$ cat src/rtl/fetch_hazard_ctrl.sv
// Fetch-stage sequencing controller: resolves EX branches, ID jumps, load-use
// hazards and multi-cycle EX occupancy into fetch stall/flush/redirect controls.
module fetch_hazard_ctrl #(
  parameter int unsigned REG_AW       = 5,
  parameter int unsigned MC_LAT       = 4,
  parameter int unsigned FLUSH_CYCLES = 1
) (
  input  logic              clk,
  input  logic              rst_n,
  input  logic [REG_AW-1:0] id_rs,
  input  logic [REG_AW-1:0] id_rt,
  input  logic              id_use_rs,
  input  logic              id_use_rt,
  input  logic              id_jump,
  input  logic [31:0]       id_jump_target,
  input  logic              id_multicycle,
  input  logic              ex_load,
  input  logic              ex_wr,
  input  logic [REG_AW-1:0] ex_rd,
  input  logic              ex_branch_taken,
  input  logic [31:0]       ex_branch_target,
  output logic              PC_stall,
  output logic              PC2_stall,
  output logic [1:0]        stall_flush_IR2,
  output logic              jump,
  output logic [31:0]       jump_address,
  output logic              ex_bubble,
  output logic              ex_hold,
  output logic              busy
);

  localparam logic [1:0] IR2Pass  = 2'b00;
  localparam logic [1:0] IR2Flush = 2'b01;
  localparam logic [1:0] IR2Hold  = 2'b10;

  typedef enum logic [1:0] {StRun, StFlush, StMcWait} state_e;

  state_e     state_q, state_d;
  logic [3:0] cnt_q, cnt_d;
  logic       load_use;

  // Register 0 is hardwired, so a load targeting it never creates a dependency.
  assign load_use = ex_load & ex_wr & (ex_rd != '0) &
                    ((id_use_rs & (id_rs == ex_rd)) | (id_use_rt & (id_rt == ex_rd)));

  always_comb begin
    state_d         = state_q;
    cnt_d           = cnt_q;
    PC_stall        = 1'b0;
    PC2_stall       = 1'b0;
    stall_flush_IR2 = IR2Pass;
    jump            = 1'b0;
    jump_address    = 32'h0;
    ex_bubble       = 1'b0;
    ex_hold         = 1'b0;
    busy            = 1'b0;

    if (!rst_n) begin
      stall_flush_IR2 = IR2Flush;
      ex_bubble       = 1'b1;
      state_d         = StRun;
      cnt_d           = 4'd0;
    end else begin
      busy = (state_q != StRun);
      case (state_q)
        StRun: begin
          if (ex_branch_taken) begin
            jump            = 1'b1;
            jump_address    = ex_branch_target;
            stall_flush_IR2 = IR2Flush;
            ex_bubble       = 1'b1;
            if (FLUSH_CYCLES > 0) begin
              state_d = StFlush;
              cnt_d   = 4'(FLUSH_CYCLES);
            end
          end else if (id_jump) begin
            jump            = 1'b1;
            jump_address    = id_jump_target;
            stall_flush_IR2 = IR2Flush;
          end else if (load_use) begin
            PC_stall        = 1'b1;
            PC2_stall       = 1'b1;
            stall_flush_IR2 = IR2Hold;
            ex_bubble       = 1'b1;
          end else if (id_multicycle && (MC_LAT > 1)) begin
            state_d = StMcWait;
            cnt_d   = 4'(MC_LAT - 1);
          end
        end
        StFlush: begin
          stall_flush_IR2 = IR2Flush;
          ex_bubble       = 1'b1;
          cnt_d           = cnt_q - 4'd1;
          if (cnt_q <= 4'd1) state_d = StRun;
        end
        StMcWait: begin
          PC_stall        = 1'b1;
          PC2_stall       = 1'b1;
          stall_flush_IR2 = IR2Hold;
          ex_hold         = 1'b1;
          cnt_d           = cnt_q - 4'd1;
          if (cnt_q <= 4'd1) state_d = StRun;
        end
        default: begin
          state_d = StRun;
          cnt_d   = 4'd0;
        end
      endcase
    end
  end

  always_ff @(posedge clk) begin
    if (!rst_n) begin
      state_q <= StRun;
      cnt_q   <= 4'd0;
    end else begin
      state_q <= state_d;
      cnt_q   <= cnt_d;
    end
  end

endmodule

$ cat config.mk
export PLATFORM = sky130hd
export DESIGN_NAME = fetch_hazard_ctrl
export DESIGN_NICKNAME = d
export VERILOG_FILES = /design/src/rtl/fetch_hazard_ctrl.sv
export SDC_FILE = /design/constraint.sdc
export NUM_CORES = 1
export LEC_CHECK = 0
export BUFFER_PORTS_ARGS = -buffer_cell sky130_fd_sc_hd__buf_2
export CAP_MARGIN = 5
export CORE_MARGIN = 10
export CORE_UTILIZATION = 30
export DETAILED_ROUTE_END_ITERATION = 12
export PLACE_DENSITY = 0.77
export SLEW_MARGIN = 10
export SYNTH_ARGS = -nofsm -noshare
export SYNTH_HDL_FRONTEND = slang
export SYNTH_SLANG_ARGS = --single-unit
$ cat constraint.sdc
create_clock -name clk -period 1.8 [get_ports clk]
set_input_delay 0.18 -clock clk [delete_from_list [all_inputs] [get_ports clk]]
set_output_delay 0.18 -clock clk [all_outputs]
set_load 0.02 [all_outputs]
### Word-level counts from Yosys, hierarchy flattened

Index checks and enable logic that the tools add are counted.

* add/sub/neg operators: 1
* magnitude comparators: 1
* equal/unequal tests: 8
* mux-type cells: 35
* bitwise operators: 6
* reductions and logical operators: 6

Operators by type and width (number)
* 32-bit two-way mux: 4
* 2-bit two-way mux: 9
* 4-bit two-way mux: 4
* 1-bit two-way mux: 13
* 5-bit equality test: 2
* 3-bit != test (second input constant): 3
* 4-bit case mux with 2 select lines: 1
* 2-bit case mux with 3 select lines: 1
* 1-bit bitwise AND: 5
* 5-bit nonzero test: 1
* 4-bit by 1-bit <= comparator with 1-bit output (second input constant): 1
* 1-bit case mux with 2 select lines: 2
* 2-bit case mux with 2 select lines: 1
* 4-bit AND reduction: 1
* 4-bit by 1-bit subtractor with 4-bit output (second input constant): 1
* 3-bit AND reduction: 1
* 2-bit by 1-bit equality test with 1-bit output (second input constant): 1
* 2-bit equality test (second input constant): 1
* 2-bit logical NOT: 1
* 2-bit by 1-bit != test with 1-bit output (second input constant): 1
* 2-bit nonzero test: 1
* 2-bit OR reduction: 1
* 1-bit OR: 1

* bits in registers: 6
* bits of input ports: 88
* output and inout bits: 40
* logic and storage cells: 59

### Logic depth before layout (Yosys ltp)

Gate-level depths: netlist (run 1).

* depth in word-level cells: 9
* mapped depth: 8
* mapped depth without buffers: 7

### Least setup slack after synthesis (run 1)

Ideal clock, no wire load.

* path type: flip-flop to flip-flop
* start: register state_q[0]
* end: register cnt_q[3]
* setup time: 70 ps
* arrival time: 1846 ps
* data required time: 1730 ps
* path slack: -116 ps
* cell stages (with the launch flop): 9
* path buffers: 1
* period minus slack after synthesis: 1916 ps
* cell sequence: dfxtp_1 inv_1 ha_1 buf_4 and2b_2 o21ai_2 o21ai_4 or4b_1 a21oi_1

* longest elaborated chain between the ends: 3
* elaborated cells between the ends (all ways): 9
* those cells by class: 5 x eq/ne; 1 x mux; 3 x reduce/logical

RTL lines
* start: declaration: line 38 `state_e state_q, state_d;`
* start signal: assignment: line 114 `state_q <= StRun;`
* start signal: assignment: line 117 `state_q <= state_d;`
* 2-bit equality test (tied with other cells): line 65 `case (state_q)`
* 2-bit OR reduction (no line) / 3-bit != test (equally long branches)
* 4-bit case mux with 2 select lines / 3-bit AND reduction (equally long branches)
* end signal: assignment: line 118 `cnt_q <= cnt_d;`
* end: declaration: line 39 `logic [3:0] cnt_q, cnt_d;`

Parallel ways exist; a longest one is shown, timed or not.
A chain may end at the register's enable or synchronous reset.

### Worst setup path after layout (run 1)

* start: input ex_rd[0]
* end: output PC2_stall

* longest elaborated chain between the ends: 9
* elaborated cells between the ends (all ways): 13
* those cells by class: 2 x eq/ne; 5 x mux; 5 x bitwise; 1 x reduce/logical

RTL lines
* start: declaration: line 19 `input logic [REG_AW-1:0] ex_rd,`
* 5-bit equality test: line 44 `((id_use_rs & (id_rs == ex_rd)) | (id_use_rt & (id_rt == ex_rd)));`
* 1-bit bitwise AND: line 44
* 1-bit OR: line 44
* 1-bit bitwise AND (*): line 43 `assign load_use = ex_load & ex_wr & (ex_rd != '0) &`
* 1-bit two-way mux (*): line 80 `end else if (load_use) begin`
* 1-bit two-way mux (*): line 76 `end else if (id_jump) begin`
* 1-bit two-way mux (*): line 67 `if (ex_branch_taken) begin`
* 1-bit case mux with 2 select lines (*): line 65
* 1-bit two-way mux (*): line 58 `if (!rst_n) begin`
* end: declaration: line 23 `output logic PC2_stall,`

Every way passes the cells marked *; elsewhere a longest branch is shown, timed or not.

==> impl_results.md, run 1 <==
- Layout Nets: 385
- CTS Buf Count: 3
- First-pass GRT wire length: 8.066 mm
- Initial Util: 0.3175
- Final Worst Setup Slack: 0.02028 ns
- Drt wl/cell: 15.53 µm
- WP data arrival: 1.60 ns
- Worst setup SP type: input port
- Sequential share of the synthesized area: 0.1116
- Number of global-route vias before repair: 1,793
- Worst-Skew Late Latency: 0.25 ns
- Post-Place Worst Slack: -0.08527 ns
- Post-synthesis cell area: 1076 µm²
- DRC: 0
- Max-slew violations: 0
- Congestion Overflow GR: 0
- Maxcap violations: 0
- Via count: 1,682
- Die ar.: 6382 µm²
- Fmax: 561.9 MHz
- Reg power frac: 0.140
- Comb pwr share: 0.787
- Clock Sinks: 6
- Hold-fix buffers, CTS: 0
- Slew HR: 0.6879
- Chip width: 79.89 µm
- Yosys cell types: 40
- DR iter-0 viols: 134
- Post-DP HPWL: 4.366 mm
- Post-synth net total: 254
- CP Capture Type: primary output
- Period utilisation layout: 0.9887
- WP data required: 1.62 ns
- Tot Pwr: 1.740 mW
- CP Max Fanout: 3
- Seq cells post-synth: 6
- Clock share of power: 0.073
- CTS tree: built
- Clock skew: 0.003575 ns
- Yosys warns: 0
- VDD IR-drop max: 341.5 µV
- Core area: 3390 µm²
- Outcome: finished clean
- Root Buffer: clkbuf_4
- Initial antenna violation count: 0
- Final GP Congestion: 0.8103
- WL final: 5.201 mm
- Average cell area after synthesis: 6.725 µm²
- Unrepaired setup endpoints after global routing: yes
- Antenna-violating nets left: 0
- 1st-pass router iterations: 4
- Num ports: 128
- Worst-path clk slew: 0.05 ns
- PD cells: 884.1 nW/µm²
- H-tree levels: 1
- Via/cell ratio: 5.021
- Leak: 1.028 nW
- P_int: 0.8690 mW
- Clk buf depth: 2
- Switching power: 0.8710 mW
- Worst-margin pin slew: 0.4641 ns
- Total GRT Usage: 0.1529
- Share of layout cells above drive strength 1: 0.5536
- Antenna Cells: 0
- Area Overhead vs Synth: 82.91%
- Final Hold Viols: 0
- Hold Crit Class: in -> reg
- Synth Instances: 160
- Final core utilization: 0.5807
- Final setup violation count: 0
- Largest net degree at the start of global routing: 34
- # rows: 21
- Sw frac: 0.5006
- CP Class: in -> out
- Post-layout minimum cycle time: 1.780 ns
- Input/output buffers: 127
- Die height: 79.89 µm
[timing repair]
item | 4_1_cts | 5_1_grt
resized for setup | 8 | 27
gates cloned | 0 | 0
buffers inserted | 1 | 0
setup endpoints to repair | 36 | 38
pin swaps | 3 | 3
[worst max-delay path, stage by stage]
cell	delay, ns
buf_6	0.10
or3_1	0.36
o311a_1	0.33
nor2b_4	0.15
and3_4	0.15
o21a_1	0.18
buf_4	0.16
[path summary, 6_finish.rpt]
kind	from	to	slack [ns]	cells after the start
max	ex_rd[0]	PC2_stall	0.02	7
min	ex_branch_taken	state_q[0]$_SDFFE_PN0P_	0.28	3
max reg2reg	state_q[1]$_SDFFE_PN0P_	cnt_q[3]$_SDFFE_PN0P_	0.08	7
min reg2reg	cnt_q[1]$_SDFFE_PN0P_	cnt_q[1]$_SDFFE_PN0P_	0.50	2
[metal layers]
layer,GRT usage,up-vias,share of wire
li1,-,841,-
met1,0.1613,760,0.35
met2,0.2697,72,0.54
met3,0.05293,9,0.084
met4,0.06162,0,0.018
met5,0,-,0
[sequential cells by signal (all words and copies together) (netlist names)]
name / cells
cnt_q: 4
state_q: 2
[cells in the mapped netlist (all sizes together)]
cell type / count / share of area
xor2: 8 / 0.065
o41ai: 2 / 0.016
buf: 5 / 0.031
xnor2: 2 / 0.016
o311a: 1 / 0.0093
and2b: 1 / 0.0081
o31ai: 2 / 0.014
o221ai: 1 / 0.0081
nand4b: 1 / 0.0081
nand3: 2 / 0.0093
or2b: 1 / 0.0070
a31oi: 1 / 0.0058
a22oi: 30 / 0.21
and3: 1 / 0.0058
nor4: 2 / 0.012
a32oi: 1 / 0.0081
nand2: 6 / 0.023
and2: 2 / 0.012
or3: 1 / 0.0058
nand3b: 3 / 0.021
nor2: 40 / 0.14
o21ai: 3 / 0.028
a31o: 1 / 0.0081
ha: 6 / 0.070
nor3: 2 / 0.0093
o21a: 2 / 0.014
a311oi: 1 / 0.0081
a211oi: 1 / 0.0070
o211ai: 1 / 0.0070
clkbuf: 8 / 0.028
inv: 7 / 0.024
nor2b: 3 / 0.017
or4b: 1 / 0.0093
a21oi: 5 / 0.023
dfxtp: 6 / 0.11
[power by group through the flow]
stage          Clock (mW)  Combinational (mW)  Sequential, mW
6_report            0.127                1.37           0.243
5_1_grt             0.134                1.52           0.253
4_1_cts             0.131                1.27           0.237
3_5_place_dp            0                1.25           0.239
3_3_place_gp            0                1.23           0.237
2_1_floorplan           0               0.826           0.232
[cell usage in the layout, fill, tap and decap left out, types with 2 or more instances in the layout]
master,instances
buf_2,108
nor2_1,36
a22oi_1,30
buf_4,26
xor2_1,8
inv_1,5
nand2_1,5
a21oi_1,5
ha_1,5
nor2_2,4
dfxtp_1,4
nand3b_1,3
clkbuf_4,3
buf_6,3
xnor2_1,2
and2_1,2
nor3_1,2
o21a_1,2
o21ai_4,2
nand3_1,2
o41ai_1,2
o31ai_1,2
buf_12,2
[cell families (layout without fill, tap and decap cells)]
group / Yosys count / after routing / share of synthesized area
AO/OA/AOI/OAI: 52 / 52 / 0.3663
buffers and inverters: 20 / 149 / 0.08372
adder cells (fa/ha/maj): 6 / 6 / 0.06977
AND/OR/NAND/NOR: 66 / 66 / 0.2872
flip-flops: 6 / 6 / 0.1116
XOR/XNOR: 10 / 10 / 0.08140
[stage by stage]
stage	std cells	TNS, ns	hold WS [ns]	cell area [µm²]
2_1_floorplan	160	0	0.4126	1092
3_3_place_gp	331	-0.2122	0.4818	1815
3_5_place_dp	331	-0.2801	0.4884	1815
4_1_cts	335	-0.05432	0.2823	1881
5_1_grt	335	-0.07160	0.3186	1968
6_report	335	0	0.2802	1968
[cell type report]
type,count,area [µm²]
clock buffer,3,22.52
timing repair buffer,139,809.5
multi-input combinational,134,924.6
tap,46,57.56
fill,352,1421
inverter,7,28.78
sequential,6,125.1
Note: power is estimated with default switching activity, not from simulation.
==> run 2, diff against run 1 <==
- HOLD_SLACK_MARGIN: unset -> 0.08
- RECOVER_POWER: unset -> 50
==> run 2 against run 1 <==
  * Non-clock buffer count did not move
  * Via count fell by 1.1%
  * Cell area fell by 0.38%
  * Global-route usage did not move
  * Critical path type unchanged
  * Highest routed layer unchanged
==> impl_results.md, run 2 (synthesis results as in run 1) <==
- 1st-pass router iterations: 5 (+1)
- Via/cell ratio: 4.967 (-1.1%)
- Drt wl/cell: 15.47 µm (-0.37%)
- Hold Crit Class: in -> reg
- Most common cell after layout, fill and taps aside: buf_2
- Initial Util: 0.3175 (unchanged)
- Most flops, register: cnt_q
- Area Overhead vs Synth: 82.21%
- Worst stage delay on the critical path: 0.36 ns (about the same)
- Post-Place Worst Slack: -0.08527 ns (unchanged)
- CTS Buf Count: 3 (unchanged)
- M1 wire length: 1.832 mm (-0.60%)
- Input/output buffers: 127 (unchanged)
- Post-layout minimum cycle time: 1.778 ns (-0.002066 ns)
- Antenna-violating nets left: 0 (unchanged)
- Hold-fix buffers, CTS: 0 (unchanged)
- DR top layer: met4
- Number of global-route vias before repair: 1,793 (unchanged)
- CTS tree: built
- Hold_ws: 0.2788 ns (-0.001367 ns)
- Initial antenna violation count: 0 (unchanged)
- Maxcap violations: 0 (unchanged)
- Worst-Skew Late Latency: 0.25 ns (about the same)
- Period utilisation layout: 0.9876 (-0.001148)
- Crit-path slowest cell: or3_1
- Leak: 1.012 nW (-1.5%)
- CP Cell Sequence: buf_6, or3_1, o311a_1, nor2b_4, and3_4, o21a_1, buf_4
- Max-slew violations: 0 (unchanged)
- CP Max Fanout: 3 (unchanged)
- DR iter-0 viols: 126 (-6.0%)
- Outcome: finished clean
- Total GRT Usage: 0.1529 (unchanged)
- Share of layout cells above drive strength 1: 0.5398 (-0.01384)
- Unrepaired setup endpoints after global routing: yes
- Via count: 1,664 (-1.1%)
- Worst setup SP type: input port
- Congestion Overflow GR: 0 (unchanged)
- Critical path's top delay family: simple AND/OR/NAND/NOR gates
- Setup TNS: 0 ns (unchanged)
- Post-DP HPWL: 4.366 mm (unchanged)
- Final core utilization: 0.5784 (-0.002215)
- Core area: 3390 µm² (unchanged)
- Worst-margin pin slew: 0.4617 ns (-0.002415 ns)
- VDD IR-drop max: 330.7 µV (-3.2%)
- Largest regs: cnt_q x4, state_q x2
- WP data arrival: 1.60 ns (about the same)
- WL final: 5.182 mm (-0.37%)
- Chip width: 79.89 µm (unchanged)
- Most frequent cells in the layout: buf_2 (102), nor2_1 (36), a22oi_1 (30), buf_4 (25), xor2_1 (8)
- Worst-path clk slew: 0.05 ns (about the same)
- Met3 WL: 445 µm (+1.4%)
- Max reg flops: 4 (unchanged)
- DRC: 0 (unchanged)
- # rows: 21 (unchanged)
- Clk buf depth: 2 (unchanged)
- Die height: 79.89 µm (unchanged)
- Final Hold Viols: 0 (unchanged)
- WL met2: 2.810 mm (-0.50%)
- Fill count: 356 (+1.1%)
- Layout Nets: 385 (unchanged)
- Clock skew: 0.003441 ns (-0.0001336 ns)
- Fin cells: 335 (unchanged)
- Num ports: 128 (unchanged)
- WP data required: 1.62 ns (about the same)
- Slew HR: 0.6896 (+0.001624)
- CP Capture Type: primary output
- Clock Sinks: 6 (unchanged)
- Final Worst Setup Slack: 0.02234 ns (+0.002066 ns)
- Root Buffer: clkbuf_4
- Buf/Inv on CP: 2 (unchanged)
- Final setup violation count: 0 (unchanged)
- Cells after DPL: 331 (unchanged)
- CP Class: in -> out
- PD cells: 881.6 nW/µm² (-0.28%)
- Final GP Congestion: 0.8103 (unchanged)
- Die ar.: 6382 µm² (unchanged)
- First-pass GRT wire length: 8.066 mm (unchanged)
- Antenna Cells: 0 (unchanged)
- H-tree levels: 1 (unchanged)
- Fmax: 562.5 MHz (+0.12%)
- Largest net degree at the start of global routing: 34 (unchanged)
==> run 2: where the power goes <==
| group | switching [mW] | internal, mW | total [mW] |
|---|---|---|---|
| Combinational | 0.769 | 0.588 | 1.36 |
| Sequential | 0.0500 | 0.193 | 0.243 |
| Clock | 0.0522 | 0.0756 | 0.128 |
| Total | 0.871 | 0.857 | 1.73 |
==> run 2: per-stage QoR <==
step | power, mW | area (µm²)
6_report | 1.729 | 1961
5_1_grt | 1.894 | 1961
4_1_cts | 1.641 | 1881
3_5_place_dp | 1.486 | 1815
3_3_place_gp | 1.469 | 1815
2_1_floorplan | 1.058 | 1092
==> run 2: repair_timing <==
item	4_1_cts	5_1_grt
endpoints found under the hold margin	0	0
setup buffers	1	0
setup endpoints to repair	36	38
resized for setup	8	27
pin swaps	3	3
==> run 2: area by class of cell <==
type                            count  area, µm²  area share
Tap cell                           46      57.56     0.02936
Multi-Input combinational cell    134      924.6      0.4716
Clock buffer                        3      22.52     0.01149
Inverter                            7      28.78     0.01468
Timing Repair Buffer              139      802.0      0.4091
Sequential cell                     6      125.1     0.06382
==> run 2: final timing paths <==
check / start / cells past startpoint / slack (ns) / endpoint
setup / recovery: ex_rd[0] / 7 / 0.02 / PC2_stall
hold / removal: ex_branch_taken / 3 / 0.28 / state_q[0]$_SDFFE_PN0P_
setup reg to reg: state_q[1]$_SDFFE_PN0P_ / 7 / 0.09 / cnt_q[3]$_SDFFE_PN0P_
hold reg to reg: cnt_q[1]$_SDFFE_PN0P_ / 2 / 0.50 / cnt_q[1]$_SDFFE_PN0P_
==> run 2: routing by layer <==
metal | up-vias | GRT usage
met4 | 0 | 0.06162
met2 | 74 | 0.2697
met1 | 740 | 0.1613
met5 | - | 0
met3 | 9 | 0.05293
li1 | 841 | -
==> run 2: tightest hold or removal path: cells and delay by family <==
kind	cells	cell delay, ns
compound gates	1	0.08
simple gates	1	0.09
buf+inv	1	0.14
